## config.mk

```make
export PLATFORM = sky130hd
export DESIGN_NAME = serial_compare
export DESIGN_NICKNAME = d
export VERILOG_FILES = /design/src/rtl/compare_pkg.sv /design/src/rtl/digit_compare.sv /design/src/rtl/serial_compare.sv
export SDC_FILE = /design/constraint.sdc
export NUM_CORES = 1
export LEC_CHECK = 0
export BUFFER_PORTS_ARGS = -buffer_cell sky130_fd_sc_hd__buf_2
export CELL_PAD_IN_SITES_DETAIL_PLACEMENT = 0
export CELL_PAD_IN_SITES_GLOBAL_PLACEMENT = 1
export CORE_MARGIN = 5
export CORE_UTILIZATION = 42
export DETAILED_ROUTE_END_ITERATION = 10
export GPL_ROUTABILITY_DRIVEN = 0
export PLACE_DENSITY = 0.8
export SYNTH_ARGS = -nofsm -noshare
export SYNTH_HDL_FRONTEND = slang
export SYNTH_SLANG_ARGS = --single-unit
export TNS_END_PERCENT = 10
```

## constraint.sdc

```tcl
create_clock -name clk -period 3 [get_ports clk]
set_input_delay 0.3 -clock clk [delete_from_list [all_inputs] [get_ports clk]]
set_output_delay 0.3 -clock clk [all_outputs]
set_load 0.01 [all_outputs]
```

## src/rtl/compare_pkg.sv

```systemverilog
// Shared types and helpers for the serial magnitude comparator.
// State encoding, result flag encoding ({gt,eq,lt}) and digit-count helper.
package compare_pkg;

    typedef enum logic [1:0] {
        IDLE = 2'd0,
        RUN  = 2'd1,
        DONE = 2'd2
    } state_t;

    // Result flags packed as {gt, eq, lt}.
    localparam logic [2:0] RES_NONE = 3'b000;
    localparam logic [2:0] RES_GT   = 3'b100;
    localparam logic [2:0] RES_EQ   = 3'b010;
    localparam logic [2:0] RES_LT   = 3'b001;

    function automatic int ndig(input int width, input int digit);
        return width / digit;
    endfunction

endpackage

```

## src/rtl/digit_compare.sv

```systemverilog
// Combinational unsigned compare of one DIGIT-wide slice pair.
// Zero latency; no flow control.
module digit_compare #(
    parameter int DIGIT = 2
) (
    input  logic [DIGIT-1:0] x,
    input  logic [DIGIT-1:0] y,
    output logic             x_gt,
    output logic             x_lt
);

    assign x_gt = (x > y);
    assign x_lt = (x < y);

endmodule

```

## src/rtl/serial_compare.sv

```systemverilog
// MSB-first digit-serial signed/unsigned comparator with start/done handshake.
// Latency 1..NDIG cycles (early exit); start is ignored (not queued) while busy or in DONE.
module serial_compare
    import compare_pkg::*;
#(
    parameter int WIDTH = 10,
    parameter int DIGIT = 2
) (
    input  logic             clk,
    input  logic             reset_n,
    input  logic             start,
    input  logic [WIDTH-1:0] a,
    input  logic [WIDTH-1:0] b,
    input  logic             is_signed,
    output logic             busy,
    output logic             done,
    output logic             gt,
    output logic             eq,
    output logic             lt
);

    localparam int NDIG = ndig(WIDTH, DIGIT);
    localparam int IDXW = (NDIG > 1) ? $clog2(NDIG) : 1;
    localparam logic [IDXW-1:0]  IDX_TOP  = IDXW'(NDIG - 1);
    localparam logic [WIDTH-1:0] SIGN_BIT = WIDTH'(1) << (WIDTH - 1);

    generate
        if ((DIGIT < 1) || (DIGIT > WIDTH) || ((WIDTH % DIGIT) != 0)) begin : g_param_check
            $fatal(1, "serial_compare: WIDTH must be a positive multiple of DIGIT");
        end
    endgenerate

    state_t           state, state_nxt;
    logic [IDXW-1:0]  idx, idx_nxt;
    logic [WIDTH-1:0] op_a, op_b, op_a_nxt, op_b_nxt;
    logic [2:0]       res, res_nxt;
    logic [DIGIT-1:0] dig_a, dig_b;
    logic             dig_gt, dig_lt;

    assign dig_a = op_a[idx*DIGIT +: DIGIT];
    assign dig_b = op_b[idx*DIGIT +: DIGIT];

    digit_compare #(.DIGIT(DIGIT)) u_digit (
        .x    (dig_a),
        .y    (dig_b),
        .x_gt (dig_gt),
        .x_lt (dig_lt)
    );

    always_ff @(posedge clk or negedge reset_n) begin
        if (!reset_n) begin
            state <= IDLE;
            idx   <= IDX_TOP;
            op_a  <= '0;
            op_b  <= '0;
            res   <= RES_NONE;
        end else begin
            state <= state_nxt;
            idx   <= idx_nxt;
            op_a  <= op_a_nxt;
            op_b  <= op_b_nxt;
            res   <= res_nxt;
        end
    end

    always_comb begin
        state_nxt = state;
        idx_nxt   = idx;
        op_a_nxt  = op_a;
        op_b_nxt  = op_b;
        res_nxt   = res;
        unique case (state)
            IDLE: begin
                if (start) begin
                    // Flipping the sign bit maps two's complement onto offset binary,
                    // so the unsigned digit path orders signed operands correctly.
                    op_a_nxt  = a ^ (is_signed ? SIGN_BIT : '0);
                    op_b_nxt  = b ^ (is_signed ? SIGN_BIT : '0);
                    idx_nxt   = IDX_TOP;
                    res_nxt   = RES_NONE;
                    state_nxt = RUN;
                end
            end
            RUN: begin
                if (dig_gt) begin
                    res_nxt   = RES_GT;
                    state_nxt = DONE;
                end else if (dig_lt) begin
                    res_nxt   = RES_LT;
                    state_nxt = DONE;
                end else if (idx == '0) begin
                    res_nxt   = RES_EQ;
                    state_nxt = DONE;
                end else begin
                    idx_nxt = idx - 1'b1;
                end
            end
            DONE:    state_nxt = IDLE;
            default: state_nxt = IDLE;
        endcase
    end

    always_comb begin
        busy         = (state == RUN);
        done         = (state == DONE);
        {gt, eq, lt} = res;
    end

endmodule

```

==> impl_metrics.ini <==
[run_status]
status = finished, final reports clean

[worst_hold_path]
holdCritPathClass = in -> reg

[timing]
worst_slew_pin_slew_ns = 0.619
finalCritPeriodShare_pct = 79.6
min_period_ns = 2.39
max_freq_mhz = 419
fin_worst_skew_ns = 0.00670
finalSetupViolations = 0
max-slew-margin-rel_pct = 58.7
finalMaxSlewViolations = 0
fin_tns_setup_ns = 0
holdWs_ns = 0.196
finalHoldViolations = 0
grt_setup_unrepaired = no

[cts]
htreeDepth = 1
cts-resized-gates = 0
cts_sinks = 28
post_cts_buffers = 0
cts_made_buffers = 3
cts_tree = done
clockBufferDepth = 2
insertion_delay_ns = 0.32
cts.reportedPaths.clkPinSlew_ns = 0.15
cts-root-buf = clkbuf_4

[synthesis]
synth_top_family_by_area = multiplexers
ys_seq_area_share_pct = 50.2
synth_compound_area_share_pct = 9.30
synth_nets = 140
yosys_warnings = 0
synthFlopType = dfrtp_1
synthMuxAreaShare_pct = 21.6
yosysMostFrequentCell = dfrtp_1
syn_area_um2 = 1400
ys_async_sr_fraction_pct = 100
ys_ff_latch = 28
synth_fa_ha_area_share_pct = 3.58
synth_common_cells = dfrtp_1 (27), mux2_2 (18), a21oi_1 (7), nor2_1 (6)
syn_inst = 112
synth_cell_types = 33
synth_enable_flop_cells = 0
synth-simple-area-share_pct = 9.84
syn_avg_cell_area_um2 = 12.5
synth.top_cell.area_share_pct = 48.3
yosys.area.top_type = dfrtp_1
synth_xor_area_share_pct = 1.25
post_synth_main_area_contributors = dfrtp_1 (48%), mux2_2 (14%), ha_1 (3.6%), mux2i_1 (3.6%), a21oi_1 (2.5%)

[global_route]
grt_use_total_pct = 13.0
grt.overflow.total = 0
grt_pass1_wl_um = 4520
grt_max_degree = 29
antenna_found_initial = 0
first_global_vias = 1029

[floorplan]
ios = 29
floorplan.initialDensity_pct = 42.6
dieArea_um2 = 4580
rows = 21
chipWidth_um = 67.7
dieHeight_um = 67.7
core_area_um2 = 3280

[worst_setup_path]
start_kind = register
critPathMaxStageDelay_ns = 0.60
endpoint_kind = register
crit_required_ns = 3.23
reg2reg_slack_ns = 0.61
crit_family = flip-flops
path_cells = mux4_2 -> nor2b_4 -> a31oi_2 -> ha_1 -> and2_1 -> nand4b_1 -> nand2_1 -> a22o_1
cp_slowest_cell = dfrtp_1
critPathBufInv = 0
path_class = reg -> reg
path_max_fanout = 10
arrival_ns = 2.62

[detailed_routing]
drcViolationCount = 0
avgViaCountPerCell = 5.01
drt_first_pass_iters = 4
vias = 936
drtIter0Drc = 33
wl_per_cell_um = 13.5
wirelength_um = 2520
ant_nets = 0

[layout]
stdcell_count = 187
seq_area_um2 = 702
nets = 170
diodes = 0
drive_above_1_share_pct = 40.4
num-fill-cells = 314
syn2layout_area_growth_pct = 14.8
multiInputGateArea_um2 = 637

[power_and_ir_drop]
p_leak_nw = 0.723
total_power_mw = 1.56
ir_drop_mv = 0.394
power_density_nw_per_um2 = 969

[placement]
hpwl_um = 1930
numPortBuffers = 28
place_inst = 182

[run]
cap_violations = 0
[cell type report]
| cell class | instances | share of cell area (%) |
|---|---|---|
| timing repair buffer | 30 | 9.82 |
| inverter | 4 | 0.935 |
| clock buffer | 4 | 2.26 |
| sequential | 28 | 43.7 |
| tap | 46 | 3.59 |
| multi-input combinational | 75 | 39.7 |
[power breakdown]
part	switching (mW)	leakage [nW]	internal [mW]	total, mW
clock network	0.105	0.0210	0.0742	0.179
registers	0.123	0.336	0.554	0.677
logic	0.325	0.366	0.375	0.700
[path summary, 6_finish.rpt]
| kind | depth (start not counted) | start | to |
|---|---|---|---|
| worst max-delay path | 8 | idx[0] | res[0] |
| worst min-delay path | 2 | a[5] | op_a[5] |
| worst max register to register | 8 | idx[0] | res[0] |
| worst min register to register | 1 | res[2] | res[2] |
| max in group asynchronous | 2 | reset_n | op_a[0] |
| min in group asynchronous | 2 | reset_n | res[1] |
[flip-flops by register name, indices dropped and copies added, names as in the netlist]
name,flops
idx,3
op_a,10
op_b,10
res,3
state,2
[cell usage in the layout, fill, tap and decap left out]
master          n
a211o_1         1
a21oi_1         7
a21oi_2         1
a22o_1          1
a31oi_2         1
and2_1          1
buf_2          28
buf_4           1
clkbuf_4        3
clkbuf_8        1
dfrtp_1        27
dfstp_2         1
dlygate4sd3_1   1
ha_1            4
inv_1           4
mux2_2         18
mux2i_1         5
mux4_1          1
mux4_2          1
nand2_1         4
nand2b_1        2
nand3_1         3
nand4b_1        1
nor2_1          6
nor2b_1         4
nor2b_4         1
nor3b_2         1
o21a_1          1
o21ai_0         5
o22a_1          1
o22ai_1         1
o2bb2ai_1       1
or3_1           1
xnor2_1         2
[timing repair]
action                                  4_1_cts  5_1_grt
endpoints found under the setup margin        0        0
hold endpoints to repair                     27        0
hold buffers                                  1        0
[metrics by stage]
stage	setup slack [ns]	util, %	cell area (µm²)
after floorplan	0.907	-	1400
after global placement	0.677	47.5	1560
after detailed placement	0.613	47.5	1560
after CTS	0.589	48.9	1610
after global routing	0.435	48.9	1610
final	0.613	48.9	1610
[logic make-up after synthesis]
logic type	Yosys count
flops	28
simple gates	24
mux	25
buf+inv	9
fa+ha+maj	4
xor+xnor	2
compound gates	20
[layer usage]
layer  wire length [µm]  GRT usage, %
met5                  0             0
met3                107          3.00
met2               1240          22.0
met4                 10          2.28
met1               1160          16.9
[worst reg2reg max path: cells and delay by family, from the launching register on]
family | cells | cell delay, ns
AO/OA/AOI/OAI | 2 | 0.32
adder cells (fa/ha/maj) | 1 | 0.25
multiplexers | 1 | 0.55
AND/OR/NAND/NOR | 4 | 0.56
flip-flops | 1 | 0.60
No activity file was read; power rests on OpenSTA's default activity.
